## src/rtl/chacha_stream_ctrl.sv

```systemverilog
`timescale 1ns/1ps
// chacha_stream_ctrl: feeds one 512-bit ChaCha20 state per block into the core, returns keystream.
// Latency: first ks_valid after E0+CORE_LAT+1; CORE_LAT+2 cycles per block with ks_ready held high.
// Backpressure: ks_valid/ks_data/ks_ctr held until ks_ready; the next block is only issued after the handshake.
//
// Ports:
//   clk, rst                 clock, synchronous active-high reset
//   start, num_blocks        request (accepted in IDLE only), block count (0 = immediate done)
//   key, nonce, ctr_init     key words 0..7 / nonce words 0..2 (word0 in MSBs), first counter
//   busy, done, err          not-IDLE, one-cycle end-of-request pulse, counter-wrap abort flag
//   ks_valid/ks_ready        keystream handshake; ks_data (word0 in MSBs), ks_ctr counter used
//   core_state_in/_out       state to / result from the block core (word i at [511-32*i -: 32])
// Optional feature macro: CHACHA_CTR_WRAP_ERR_EN (abort with err when the counter would wrap mid-request).
module chacha_stream_ctrl #(
  parameter int CORE_LAT = 1,
  parameter int CNT_W    = 16
) (
  input  logic             clk,
  input  logic             rst,
  input  logic             start,
  input  logic [255:0]     key,
  input  logic [95:0]      nonce,
  input  logic [31:0]      ctr_init,
  input  logic [CNT_W-1:0] num_blocks,
  output logic             busy,
  output logic             done,
  output logic             err,
  output logic             ks_valid,
  input  logic             ks_ready,
  output logic [511:0]     ks_data,
  output logic [31:0]      ks_ctr,
  output logic [511:0]     core_state_in,
  input  logic [511:0]     core_state_out
);

  localparam int WAIT_W = (CORE_LAT < 1) ? 1 : $clog2(CORE_LAT + 1);

  typedef enum logic [1:0] {
    S_IDLE = 2'd0,
    S_RUN  = 2'd1,
    S_OUT  = 2'd2
  } state_e;

  state_e             state_q, state_d;
  logic [255:0]       key_q, key_d;
  logic [95:0]        nonce_q, nonce_d;
  logic [31:0]        ctr_q, ctr_d;
  logic [CNT_W-1:0]   rem_q, rem_d;
  logic [WAIT_W-1:0]  wait_q, wait_d;
  logic [511:0]       cst_q, cst_d;
  logic               ks_valid_q, ks_valid_d;
  logic [511:0]       ks_data_q, ks_data_d;
  logic [31:0]        ks_ctr_q, ks_ctr_d;
  logic               done_q, done_d;
`ifdef CHACHA_CTR_WRAP_ERR_EN
  logic               err_q, err_d;
`endif

  // Constant words 0..3, then key, counter, nonce: the packing already matches word order.
  function automatic logic [511:0] build_state(input logic [255:0] k,
                                               input logic [95:0]  n,
                                               input logic [31:0]  c);
    return {32'h61707865, 32'h3320646e, 32'h79622d32, 32'h6b206574, k, c, n};
  endfunction

  always_comb begin
    state_d    = state_q;
    key_d      = key_q;
    nonce_d    = nonce_q;
    ctr_d      = ctr_q;
    rem_d      = rem_q;
    wait_d     = wait_q;
    cst_d      = cst_q;
    ks_valid_d = ks_valid_q;
    ks_data_d  = ks_data_q;
    ks_ctr_d   = ks_ctr_q;
    done_d     = 1'b0;
`ifdef CHACHA_CTR_WRAP_ERR_EN
    err_d      = err_q;
`endif

    case (state_q)
      S_IDLE: begin
        // done_q high means we only just returned to IDLE; a start in that cycle is dropped.
        if (start && !done_q) begin
`ifdef CHACHA_CTR_WRAP_ERR_EN
          err_d = 1'b0;
`endif
          if (num_blocks == '0) begin
            done_d = 1'b1;
          end else begin
            key_d   = key;
            nonce_d = nonce;
            ctr_d   = ctr_init;
            rem_d   = num_blocks;
            cst_d   = build_state(key, nonce, ctr_init);
            wait_d  = WAIT_W'(CORE_LAT);
            state_d = S_RUN;
          end
        end
      end

      S_RUN: begin
        // wait_q counts the core's edges; at zero core_state_out reflects cst_q.
        if (wait_q == '0) begin
          ks_data_d  = core_state_out;
          ks_ctr_d   = ctr_q;
          ks_valid_d = 1'b1;
          state_d    = S_OUT;
        end else begin
          wait_d = wait_q - WAIT_W'(1);
        end
      end

      S_OUT: begin
        if (ks_valid_q && ks_ready) begin
          ks_valid_d = 1'b0;
          if (rem_q == CNT_W'(1)) begin
            done_d  = 1'b1;
            state_d = S_IDLE;
          end
`ifdef CHACHA_CTR_WRAP_ERR_EN
          // More blocks wanted but the counter would wrap: abort instead of reusing counter 0.
          else if (ctr_q == 32'hFFFF_FFFF) begin
            done_d  = 1'b1;
            err_d   = 1'b1;
            state_d = S_IDLE;
          end
`endif
          else begin
            ctr_d   = ctr_q + 32'd1;
            rem_d   = rem_q - CNT_W'(1);
            cst_d   = build_state(key_q, nonce_q, ctr_q + 32'd1);
            wait_d  = WAIT_W'(CORE_LAT);
            state_d = S_RUN;
          end
        end
      end

      default: state_d = S_IDLE;
    endcase
  end

  always_ff @(posedge clk) begin
    if (rst) begin
      state_q    <= S_IDLE;
      key_q      <= '0;
      nonce_q    <= '0;
      ctr_q      <= '0;
      rem_q      <= '0;
      wait_q     <= '0;
      cst_q      <= '0;
      ks_valid_q <= 1'b0;
      ks_data_q  <= '0;
      ks_ctr_q   <= '0;
      done_q     <= 1'b0;
`ifdef CHACHA_CTR_WRAP_ERR_EN
      err_q      <= 1'b0;
`endif
    end else begin
      state_q    <= state_d;
      key_q      <= key_d;
      nonce_q    <= nonce_d;
      ctr_q      <= ctr_d;
      rem_q      <= rem_d;
      wait_q     <= wait_d;
      cst_q      <= cst_d;
      ks_valid_q <= ks_valid_d;
      ks_data_q  <= ks_data_d;
      ks_ctr_q   <= ks_ctr_d;
      done_q     <= done_d;
`ifdef CHACHA_CTR_WRAP_ERR_EN
      err_q      <= err_d;
`endif
    end
  end

  assign busy          = (state_q != S_IDLE);
  assign done          = done_q;
  assign ks_valid      = ks_valid_q;
  assign ks_data       = ks_data_q;
  assign ks_ctr        = ks_ctr_q;
  assign core_state_in = cst_q;
`ifdef CHACHA_CTR_WRAP_ERR_EN
  assign err           = err_q;
`else
  assign err           = 1'b0;
`endif

endmodule
```

## config.mk

```make
export PLATFORM = sky130hd
export DESIGN_NAME = chacha_stream_ctrl
export DESIGN_NICKNAME = d
export VERILOG_FILES = /design/src/rtl/chacha_stream_ctrl.sv
export SDC_FILE = /design/constraint.sdc
export NUM_CORES = 2
export LEC_CHECK = 0
export BUFFER_PORTS_ARGS = -buffer_cell sky130_fd_sc_hd__buf_2
export CAP_MARGIN = 15
export CORE_AREA = 2 2 769 771
export CTS_BUF_LIST = sky130_fd_sc_hd__clkbuf_8
export DETAILED_ROUTE_END_ITERATION = 8
export DIE_AREA = 0 0 771 773
export PLACE_DENSITY = 0.3
export SLEW_MARGIN = 5
export SYNTH_ARGS = -nofsm -noshare
export SYNTH_HDL_FRONTEND = slang
export SYNTH_SLANG_ARGS = --single-unit
```

## constraint.sdc

```tcl
create_clock -name clk -period 2.1 [get_ports clk]
set_input_delay 0.105 -clock clk [delete_from_list [all_inputs] [get_ports clk]]
set_output_delay 0.105 -clock clk [all_outputs]
set_load 0.02 [all_outputs]
```

==> metrics.md <==
| Metric | Value |
|---|---|
| Vias in the first global route | `61,900` |
| Hold Path Class | `in2reg` |
| Actual transition at the worst max-transition pin | `613 ps` |
| Pwr dens | `852 nW/um2` |
| Clk root buf | `clkbuf_8` |
| Vias | `62,600` |
| Final GP Congestion | `0.893` |
| Sequential share of the synthesized area | `0.524` |
| FF-to-FF Start | `rem_q[9]$_SDFFE_PP0P_` |
| Crit path max fanout | `8` |
| DP Worst Slack | `-259 ps` |
| Clock network power share | `0.364` |
| Minimum clock period | `2350 ps` |
| Unrepaired setup endpoints after global routing | `true` |
| Peak VDD IR | `0.455 mV` |
| Drt initial violations | `3,660` |
| Worst r2r path cells | `10` |
| Hold path start | `core_state_out[98]` |
| Final nets | `11,353` |
| Top cell type's share of synthesized area | `0.524` |
| Slew Limit Fails | `0` |
| CTS tree | `done` |
| # IOs | `1,976` |
| Number of synthesized flops with an enable pin | `0` |
| Initial antenna violation count | `319` |
| Post-route ant nets | `0` |
| Std-Cell Rows | `282` |
| Largest net degree at the start of global routing | `80` |
| Cells along the critical path | `dlygate4sd3_1, buf_2, nor4_1, buf_4, dlygate4sd3_1, nand4_4, o2bb2ai_4, buf_12, buf_12, buf_16, buf_8, buf_16, a311oi_1` |
| Rel. slew slack | `0.591` |
| MaxCap Viol Count | `0` |
| Worst setup margin | `-254 ps` |
| DRT Wirelength | `498 mm` |
| Vias/cell | `3.37` |
| Dpl hpwl | `404 mm` |
| Synth area leader | `dfxtp_1` |
| Dpl cell area | `70,900 um2` |
| Crit path arrival time | `3290 ps` |
| Status | `complete, but fails checks` |
| DRC | `0` |
| Leak | `41.1 nW` |
| Later-pin clock latency in the skew report | `1120 ps` |
| Crit path largest cell delay | `620 ps` |
| Sequential Power Share | `0.336` |
| Post-Syn Area per Cell | `7.75 um2` |
| Crit Reg-Reg Endpoint | `core_state_in[379]$_SDFFE_PP0P_` |
| Cts bufs inserted | `291` |
| Setup violators final | `500` |
| Register bit total from synthesis | `1,302` |
| Comb power frac | `0.300` |
| Synth area leaders | `dfxtp_1, nand2_1, a21oi_1, a311oi_1, nor2_1` |
| Critical Path End Type | `register` |
| Cell count after synthesis | `6,425` |
| Fraction of power spent switching nets | `0.373` |
| Count of filler cells inserted in the layout | `67,255` |
| Commonest non-fill, non-tap cell in the layout | `nand2_1` |
| WL per Instance | `26.8 um` |
| Synth warn | `0` |
| Drt pass-1 iters | `6` |
| First-pass GRT wire length | `626 mm` |
| H-Tree Level Count | `5` |
| Part of the cycle the worst path needs | `1.12` |
| Synthesized area | `49,800 um2` |
| IO buf count | `1,902` |
| Die height | `773 um` |
| Hold path endpoint | `ks_data[98]$_SDFFE_PP0P_` |
| GRT Util Overall | `0.158` |
| Worst-path clk slew | `60 ps` |
| Grt ovf | `0` |
| Critical Path Source Type | `primary input` |
| Switching power | `0.0318 W` |
| Post-synth cell types | `61` |
| Critical path launch point | `num_blocks[2]` |
| Setup_tns | `-47,830 ps` |
| R2R setup slack | `-180 ps` |
| Die ar. | `596,000 um2` |
| Longest Clk Path Bufs | `4` |
| Asr flop ratio synth | `0` |
| Reg area | `26,100 um2` |
| Final clock skew | `153 ps` |
| Final-report hold violation count | `0` |
| Die width | `771 um` |
| Fin util | `0.171` |
| Slowest cell on crit path | `dlygate4sd3_1` |
| Layout cells sized above 1 | `0.299` |
| CORE AREA | `588,000 um2` |
| Failing checks | `negative setup slack` |
| Most frequent cells in the layout | `nand2_1, buf_2, dlygate4sd3_1` |
| Area growth syn-to-layout | `101%` |
| Internal power | `0.0536 W` |
| Final Cell Area | `100,000 um2` |
| Hold path cells | `4` |
| Multi-input logic area | `22,100 um2` |
| Clock sink total | `1,302` |
| Prevailing post-synth register cell | `dfxtp_1` |
| FMAX | `0.425 GHz` |
| Worst path required time | `3040 ps` |
| Starting Density | `0.0847` |
| Setup CP Type | `in2reg` |
[final cells by class]
type	count	area share
Tap cell	7810	0.0975
Inverter	12	0.000449
Clock buffer	363	0.0498
Timing Repair Buffer	4307	0.358
Sequential cell	1302	0.260
Clock inverter	152	0.0101
Multi-Input combinational cell	4520	0.221
Antenna cell	109	0.00272
[routing by layer]
| layer | vias to the layer above | share of wire | track usage |
|---|---|---|---|
| met4 | 96 | 0.035 | 0.0474 |
| met2 | 2495 | 0.44 | 0.249 |
| li1 | 29493 | - | - |
| met1 | 29816 | 0.39 | 0.181 |
| met3 | 700 | 0.13 | 0.0896 |
| met5 | - | 0.0012 | 0 |
[worst max path at each step]
stage,to,slack (ps),depth (start not counted)
after detailed placement,ctr_q[4]$_SDFFE_PP0P_,-260,10
final,core_state_in[379]$_SDFFE_PP0P_,-250,13
after floorplan,ctr_q[30]$_SDFFE_PP0P_,60,6
after global routing,core_state_in[357]$_SDFFE_PP0P_,-310,9
after global placement,ctr_q[4]$_SDFFE_PP0P_,-270,10
after CTS,busy,-330,4
[sequential cells by signal (all words and copies together) (netlist names)]
| register | count |
|---|---|
| core_state_in | 354 |
| ctr_q | 31 |
| done | 1 |
| key_q | 256 |
| ks_ctr | 32 |
| ks_data | 512 |
| ks_valid | 1 |
| nonce_q | 96 |
| rem_q | 16 |
| state_q | 2 |
| wait_q | 1 |
[cell families (layout without fill, tap and decap cells)]
group	after synthesis	after routing	share of synthesized area
simple gates	3041	3041	0.236
flops	1302	1302	0.524
fa+ha+maj	3	3	0.000754
xor+xnor	4	4	0.000704
buf+inv	675	4834	0.0655
compound gates	1398	1398	0.173
mux	1	1	0.000201
other cells	1	182	0.0000754
[critical path: cells and delay by family]
| family | cells | cell delay, ps |
|---|---|---|
| simple gates | 2 | 480 |
| buf+inv | 9 | 2220 |
| compound gates | 2 | 430 |
[power by group through the flow]
| stage | Combinational (W) | Sequential, W | Clock, W |
|---|---|---|---|
| 2_1_floorplan | 0.00666 | 0.0310 | 0 |
| 3_3_place_gp | 0.0200 | 0.0291 | 0 |
| 3_5_place_dp | 0.0200 | 0.0291 | 0 |
| 4_1_cts | 0.0253 | 0.0287 | 0.0325 |
| 5_1_grt | 0.0275 | 0.0290 | 0.0333 |
| 6_report | 0.0256 | 0.0287 | 0.0311 |
[per-stage QoR]
step / hold slack [ps] / power, W / cells
global placement: 346 / 0.0491 / 15985
CTS: 3.22 / 0.0865 / 18423
global route: 45.7 / 0.0897 / 18512
finish: 109 / 0.0854 / 18575
detailed placement: 350 / 0.0491 / 15985
floorplan: 241 / 0.0377 / 6497
[synthesized netlist by cell type, types with 2 or more instances]
library cell and n:
o22ai_1 4, and4_1 5, nor4_1 20, a2111oi_2 4
a211oi_1 9, buf_2 146, clkbuf_1 362, buf_1 16
nand2b_1 3, nand4_1 16, ha_1 3, o21ai_1 3
xnor2_1 4, a221oi_1 6, o31ai_1 2, nand3_1 12
o221ai_1 5, o31a_1 2, nor2_1 377, o21ai_0 36
a32oi_1 3, nor3b_1 4, nor3_1 12, dfxtp_1 1302
o32ai_1 11, a311oi_1 358, or2_2 8, inv_1 12
buf_4 131, and3_1 9, buf_6 7, a21oi_1 938
o21a_1 3, a31oi_1 6, or4_1 5, nor2b_1 7
nand2_1 2550
[what timing repair did]
item,4_1_cts,5_1_grt
hold buffers,1811,0
endpoints found under the hold margin,1302,0
cloned,46,29
gates resized for setup,374,228
setup endpoints to repair,682,938
pin swaps,119,146
buffers inserted,68,37
No activity file was read; power rests on OpenSTA's default activity.
